==> src/rtl/data_memory_ctrl.sv <==
// data_memory_ctrl: handshaked byte/half/word data memory with an INIT fill pass.
// Define DMEM_PATTERN_INIT_EN to fill word[i] = i*4 during INIT (default fill is 0).

module data_memory_ctrl #(
  parameter int DEPTH        = 32,
  parameter int READ_LATENCY = 1,
  parameter int ADDR_WIDTH   = 32
) (
  input  logic                  Clock,
  input  logic                  ResetN,
  input  logic                  ReqValid,
  output logic                  ReqReady,
  input  logic                  ReqWrite,
  input  logic [1:0]            ReqSize,
  input  logic                  ReqSigned,
  input  logic [ADDR_WIDTH-1:0] Address,
  input  logic [31:0]           DataIn,
  output logic                  RespValid,
  output logic                  RespError,
  output logic [31:0]           DataOut,
  output logic                  InitDone
);

  localparam int IW = $clog2(DEPTH);
  localparam logic [ADDR_WIDTH:0] LIMIT = (ADDR_WIDTH+1)'(4 * DEPTH);
  localparam logic [1:0] LAT_M1 = 2'(READ_LATENCY - 1);

  typedef enum logic [1:0] {
    S_INIT,
    S_IDLE,
    S_BUSY
  } state_e;

  state_e        state_q, state_d;
  logic [IW-1:0] idx_q, idx_d;
  logic [1:0]    cnt_q, cnt_d;
  logic          ready_q, ready_d;
  logic          done_q, done_d;
  logic          valid_q, valid_d;
  logic          err_q, err_d;
  logic [31:0]   dout_q, dout_d;
  logic [31:0]   rdata_q, rdata_d;

  logic [31:0]   mem_q [DEPTH];

  logic [IW-1:0] word_idx;
  logic [1:0]    lane;
  logic [31:0]   rd_word;
  logic [31:0]   rd_shift;
  logic [31:0]   ld_data;
  logic [3:0]    st_be;
  logic [31:0]   st_data;
  logic          size_err;
  logic          req_err;
  logic [31:0]   fill_word;

  logic          mem_we;
  logic [IW-1:0] mem_idx;
  logic [3:0]    mem_be;
  logic [31:0]   mem_wd;

  // Decode address, classify errors, format load data and store lanes
  always_comb begin
    word_idx = Address[IW+1:2];
    lane     = Address[1:0];
    rd_word  = mem_q[word_idx];
    rd_shift = rd_word >> {lane, 3'b000};
    size_err = 1'b0;
    ld_data  = rd_shift;
    st_be    = 4'hF;
    st_data  = DataIn;
    unique case (1'b1)
      ReqSize == 2'b00: begin
        ld_data = {{24{ReqSigned & rd_shift[7]}}, rd_shift[7:0]};
        st_be   = 4'b0001 << lane;
        st_data = {4{DataIn[7:0]}};
      end
      ReqSize == 2'b01: begin
        size_err = Address[0];
        ld_data  = {{16{ReqSigned & rd_shift[15]}}, rd_shift[15:0]};
        st_be    = 4'b0011 << lane;
        st_data  = {2{DataIn[15:0]}};
      end
      ReqSize == 2'b10: begin
        size_err = (lane != 2'b00);
      end
      default: begin
        size_err = 1'b1;
      end
    endcase
    req_err = size_err | ({1'b0, Address} >= LIMIT);
  end

  // Value written to each word during the INIT pass
  always_comb begin
`ifdef DMEM_PATTERN_INIT_EN
    fill_word = 32'(idx_q) << 2;
`else
    fill_word = '0;
`endif
  end

  // Next-state, response and memory-write control
  always_comb begin
    state_d = state_q;
    idx_d   = idx_q;
    cnt_d   = cnt_q;
    ready_d = ready_q;
    done_d  = done_q;
    valid_d = 1'b0;
    err_d   = 1'b0;
    dout_d  = '0;
    rdata_d = rdata_q;
    mem_we  = 1'b0;
    mem_idx = idx_q;
    mem_be  = 4'hF;
    mem_wd  = fill_word;
    unique case (state_q)
      S_INIT: begin
        mem_we = 1'b1;
        if (idx_q == IW'(DEPTH - 1)) begin
          state_d = S_IDLE;
          idx_d   = '0;
          ready_d = 1'b1;
          done_d  = 1'b1;
        end else begin
          idx_d = idx_q + IW'(1);
        end
      end
      S_IDLE: begin
        if (ReqValid) begin
          if (req_err) begin
            valid_d = 1'b1;
            err_d   = 1'b1;
          end else if (ReqWrite) begin
            valid_d = 1'b1;
            mem_we  = 1'b1;
            mem_idx = word_idx;
            mem_be  = st_be;
            mem_wd  = st_data;
          end else if (READ_LATENCY == 1) begin
            valid_d = 1'b1;
            dout_d  = ld_data;
          end else begin
            state_d = S_BUSY;
            ready_d = 1'b0;
            cnt_d   = LAT_M1;
            rdata_d = ld_data;
          end
        end
      end
      S_BUSY: begin
        if (cnt_q == 2'd1) begin
          state_d = S_IDLE;
          ready_d = 1'b1;
          valid_d = 1'b1;
          dout_d  = rdata_q;
        end else begin
          cnt_d = cnt_q - 2'd1;
        end
      end
      default: begin
        state_d = S_INIT;
      end
    endcase
  end

  // Control and output registers; reset restarts the INIT pass
  always_ff @(posedge Clock or negedge ResetN) begin
    if (!ResetN) begin
      state_q <= S_INIT;
      idx_q   <= '0;
      cnt_q   <= '0;
      ready_q <= 1'b0;
      done_q  <= 1'b0;
      valid_q <= 1'b0;
      err_q   <= 1'b0;
      dout_q  <= '0;
      rdata_q <= '0;
    end else begin
      state_q <= state_d;
      idx_q   <= idx_d;
      cnt_q   <= cnt_d;
      ready_q <= ready_d;
      done_q  <= done_d;
      valid_q <= valid_d;
      err_q   <= err_d;
      dout_q  <= dout_d;
      rdata_q <= rdata_d;
    end
  end

  // Storage array: per-lane writes, contents come from INIT not reset
  always_ff @(posedge Clock) begin
    if (mem_we) begin
      for (int b = 0; b < 4; b++) begin
        if (mem_be[b]) begin
          mem_q[mem_idx][8*b +: 8] <= mem_wd[8*b +: 8];
        end
      end
    end
  end

  assign ReqReady  = ready_q;
  assign InitDone  = done_q;
  assign RespValid = valid_q;
  assign RespError = err_q;
  assign DataOut   = dout_q;

endmodule

==> config.mk <==
export PLATFORM = sky130hd
export DESIGN_NAME = data_memory_ctrl
export DESIGN_NICKNAME = d
export VERILOG_FILES = /design/src/rtl/data_memory_ctrl.sv
export SDC_FILE = /design/constraint.sdc
export NUM_CORES = 1
export LEC_CHECK = 0
export CAP_MARGIN = 5
export CELL_PAD_IN_SITES_DETAIL_PLACEMENT = 2
export CELL_PAD_IN_SITES_GLOBAL_PLACEMENT = 2
export CORE_AREA = 5 5 333 335
export DETAILED_ROUTE_END_ITERATION = 8
export DIE_AREA = 0 0 338 340
export GPL_TIMING_DRIVEN = 0
export PLACE_DENSITY = 0.68
export SYNTH_ARGS = -nofsm -noshare
export SYNTH_HDL_FRONTEND = slang
export SYNTH_SLANG_ARGS = --single-unit
==> constraint.sdc <==
create_clock -name Clock -period 2.6 [get_ports Clock]
set_input_delay 0.39 -clock Clock [delete_from_list [all_inputs] [get_ports Clock]]
set_output_delay 0.39 -clock Clock [all_outputs]
set_load 0.02 [all_outputs]
==> results of run 1 <==
## layer usage
layer / GRT usage / vias up / routed length [µm]
li1: - / 10300 / -
met1: 0.397 / 14900 / 68400
met2: 0.493 / 2264 / 90100
met3: 0.0877 / 665 / 21500
met4: 0.165 / 12 / 14200
met5: 0.000851 / - / 112
## cells in the final DEF (no fill, tap or decap), drive strengths merged, types with 4 or more instances in the layout
cell           instances
mux4                 199
and2                  17
inv                    7
nor4                  14
mux2                  13
o2bb2ai                4
a221oi                12
o211ai                15
nand3                 15
dfrtp                 41
clkdlybuf4s15          5
a31oi                 13
clkdlybuf4s50         74
nor2b                 19
a22oi                 60
mux2i                191
o21ai                 39
nand2b                 4
nor3                   9
or2                    5
dlygate4sd2           16
a311oi                 4
o21a                   5
nor2                 206
a221o                  4
clkinv                45
edfxtp              1024
bufinv                 9
buf                  362
diode                  5
clkbuf               188
a21oi                 47
nand2                129
and3                   5
a32oi                 21
o22ai                  8
a211oi                 8
## path summary, 6_finish.rpt
path	start	endpoint	cells past startpoint	slack [ns]
setup / recovery	mem_q[27][24]	DataOut[16]	6	-0.50
hold / removal	ResetN	DataOut[5]	2	0.14
setup reg to reg	mem_q[27][24]	DataOut[16]	6	-0.50
hold reg to reg	ReqReady	ReqReady	1	0.74
max in group asynchronous	ResetN	DataOut[1]	3	1.88
min in group Clock	Address[17]	RespError	7	0.39
## kinds of logic (layout without fill, tap and decap cells)
| group | after synthesis | count (layout) | share of synthesized area |
|---|---|---|---|
| adder cells (fa/ha/maj) | 2 | 2 | 0.000586 |
| AO/OA/AOI/OAI | 246 | 251 | 0.0399 |
| multiplexers | 403 | 403 | 0.153 |
| buffers and inverters | 140 | 710 | 0.0193 |
| flip-flops | 1065 | 1065 | 0.745 |
| AND/OR/NAND/NOR | 416 | 432 | 0.0423 |
| other | 0 | 5 | 0 |
## registers in the layout (all words and copies together), names as in the netlist
register / flops
DataOut: 32
ReqReady: 1
RespError: 1
RespValid: 1
idx_q: 5
mem_q: 1024
state_q: 1
## through the flow
| step | std cells | total power (W) | setup TNS [ns] | instance area, µm² | setup slack, ns |
|---|---|---|---|---|---|
| after CTS | 4253 | 0.0363 | -6.66 | 54800 | -0.366 |
| after detailed placement | 3794 | 0.0204 | -4382.27 | 45700 | -3.37 |
| final | 4282 | 0.0371 | -55.75 | 55800 | -0.498 |
| after global routing | 4277 | 0.0379 | -16.09 | 55800 | -0.354 |
| after floorplan | 2272 | 0.0197 | -350.25 | 42800 | -0.310 |
| after global placement | 3786 | 0.0204 | -4472.52 | 45600 | -3.63 |
## report_power, final
part / switching [W] / internal, W / total [W]
registers: 0.000000504 / 0.0185 / 0.0185
clock network: 0.00747 / 0.00913 / 0.0166
logic: 0.00136 / 0.000638 / 0.00200
total: 0.00884 / 0.0283 / 0.0371
## layout make-up
cell class / instances / area (µm²) / share of cell area
Timing Repair Buffer: 372 / 4840 / 0.0866
Multi-Input combinational cell: 1088 / 12600 / 0.226
Buffer: 134 / 1240 / 0.0223
Clock buffer: 142 / 3050 / 0.0546
Sequential cell: 1065 / 31800 / 0.569
Tap cell: 1414 / 1770 / 0.0317
Antenna cell: 5 / 12.5 / 0.000224
Inverter: 5 / 18.8 / 0.000336
Clock inverter: 57 / 505 / 0.00905
## repair_timing
item                                    4_1_cts  5_1_grt
hold buffers                                  1        0
resized for setup                           515      224
buffers inserted                            239       23
hold endpoints to repair                     41        0
endpoints found under the setup margin     2080     1285
pin swaps                                   168       42
gates cloned                                 20        2
==> run_results.csv, run 1 <==
group,metric,value,unit
place,io_buffer_count,100,
yosys,synth_edf_count,1024,
power,vdd_drop_max,512,µV
worst_setup_path,cp.required,3.07,ns
sta,hold-worst-slack,0.142,ns
clocking,clockBufferDepth,3,
place,dp_hpwl,106000,µm
yosys,syn_nets,2345,
worst_setup_path,arrival,3.57,ns
routing,antenna_left,0,
clocking,cts-root-buf,"clkbuf_16",
routing,routed_via_density,6.57,
grt,grt_usage,0.313,
routing,vias,28100,
die,fp.coreArea,108000,µm²
clocking,htreeDepth,3,
grt,grt_max_degree,33,
clocking,clkTransAtPathRegs,0.07,ns
finish,layout-drive-gt1-share,0.382,
sta,finalCriticalPeriod,3.10,ns
flow_run,drv_cap,0,
sta,setup_viol,988,
routing,first_iter_violations,4675,
power,power.density,665,nW/µm²
sta,tightest_slew,1.11,ns
yosys,synth_top_area_cell,"edfxtp_1",
die,die_area,115000,µm²
yosys,yosys_register_bits,1065,
yosys,netlist.area_leader.share,0.721,
grt,grt_pass1_vias,29000,
sta,rsz0062_at_grt,"true",
sta,maxSlewHeadroom,0.263,
run_status,violations,"negative setup slack",
worst_setup_path,path_buf_inv,0,
finish,fillers,9301,
yosys,synth-main-ff-cell,"edfxtp_1",
worst_setup_path,critPathMaxFanout,2,
worst_setup_path,cp_top_family,"compound AO/OA/AOI/OAI gates",
clocking,cts_tree,"built",
worst_setup_path,path_cells,"mux4_2 > o21ai_0 > o22ai_1 > nor2_1 > mux2_2 > o211ai_1",
finish,area_growth,30.8,%
grt,antenna_found_initial,14,
yosys,ys_types,56,
finish,fin_util,0.518,
yosys,syn_area_per_cell,18.8,µm²
die,start_util,0.396,
sta,maxSlewViolCount,0,
min_path,holdCritPathClass,"input port to async pin",
power,cellLeakagePower,20.7,nW
routing,post_drt_wl_per_cell,45.4,µm
worst_setup_path,startpoint_type,"register",
worst_setup_path,endpoint_kind,"register",
yosys,synthCells,2272,
clocking,clock-sinks,1065,
run_status,status,"finished with violations",
worst_setup_path,critical-path-slowest-cell,"o21ai_0",
sta,clock.fmax,323,MHz
grt,grt_pass1_wl,247000,µm
die,dieHeight,340,µm
die,num_io_pins,107,
yosys,yosysMostFrequentCell,"edfxtp_1",
die,chipWidth,338,µm
grt,grt_overflow,0,
clocking,cts_buffers,109,
sta,timing.final.crit_share,1.19,
yosys,yosysSeqAreaShare,0.745,
yosys,synth_area_leaders,"edfxtp_1, mux4_2, mux2i_1, dfrtp_1, nor2_1",
sta,finalClockSkew,0.0513,ns
routing,firstDrtPassIters,6,
sta,finalHoldViolCount,0,
place,gp_congestion,0.938,
yosys,async_flop_share,0.0385,
worst_setup_path,crit_type,"register to register",
yosys,synth_commonest_cells,"edfxtp_1, mux4_2, mux2i_1, nor2_1, nand2_1",
sta,fin_ws,-0.498,ns
clocking,clkLatencyLatePin,0.74,ns
die,fp-row-count,121,
routing,drc_errors,0,
finish,fin_nets,2848,
routing,totalWireLength,194000,µm
worst_setup_path,max_stage_delay,0.69,ns
yosys,ys_warn_count,0,
yosys,synth_area,42700,µm²
(Power assumes the default switching activity.)
==> inputs of run 2 (changes only) <==
==> constraint.sdc (replaced) <==
create_clock -name Clock -period 2.6 [get_ports Clock]
set_input_delay 0.39 -clock Clock [delete_from_list [all_inputs] [get_ports Clock]]
set_output_delay 0.39 -clock Clock [all_outputs]
set_load 0.01 [all_outputs]
==> results of run 2 <==
Same layout as run 1 (identical final DEF). Status: finished with violations: negative setup slack.
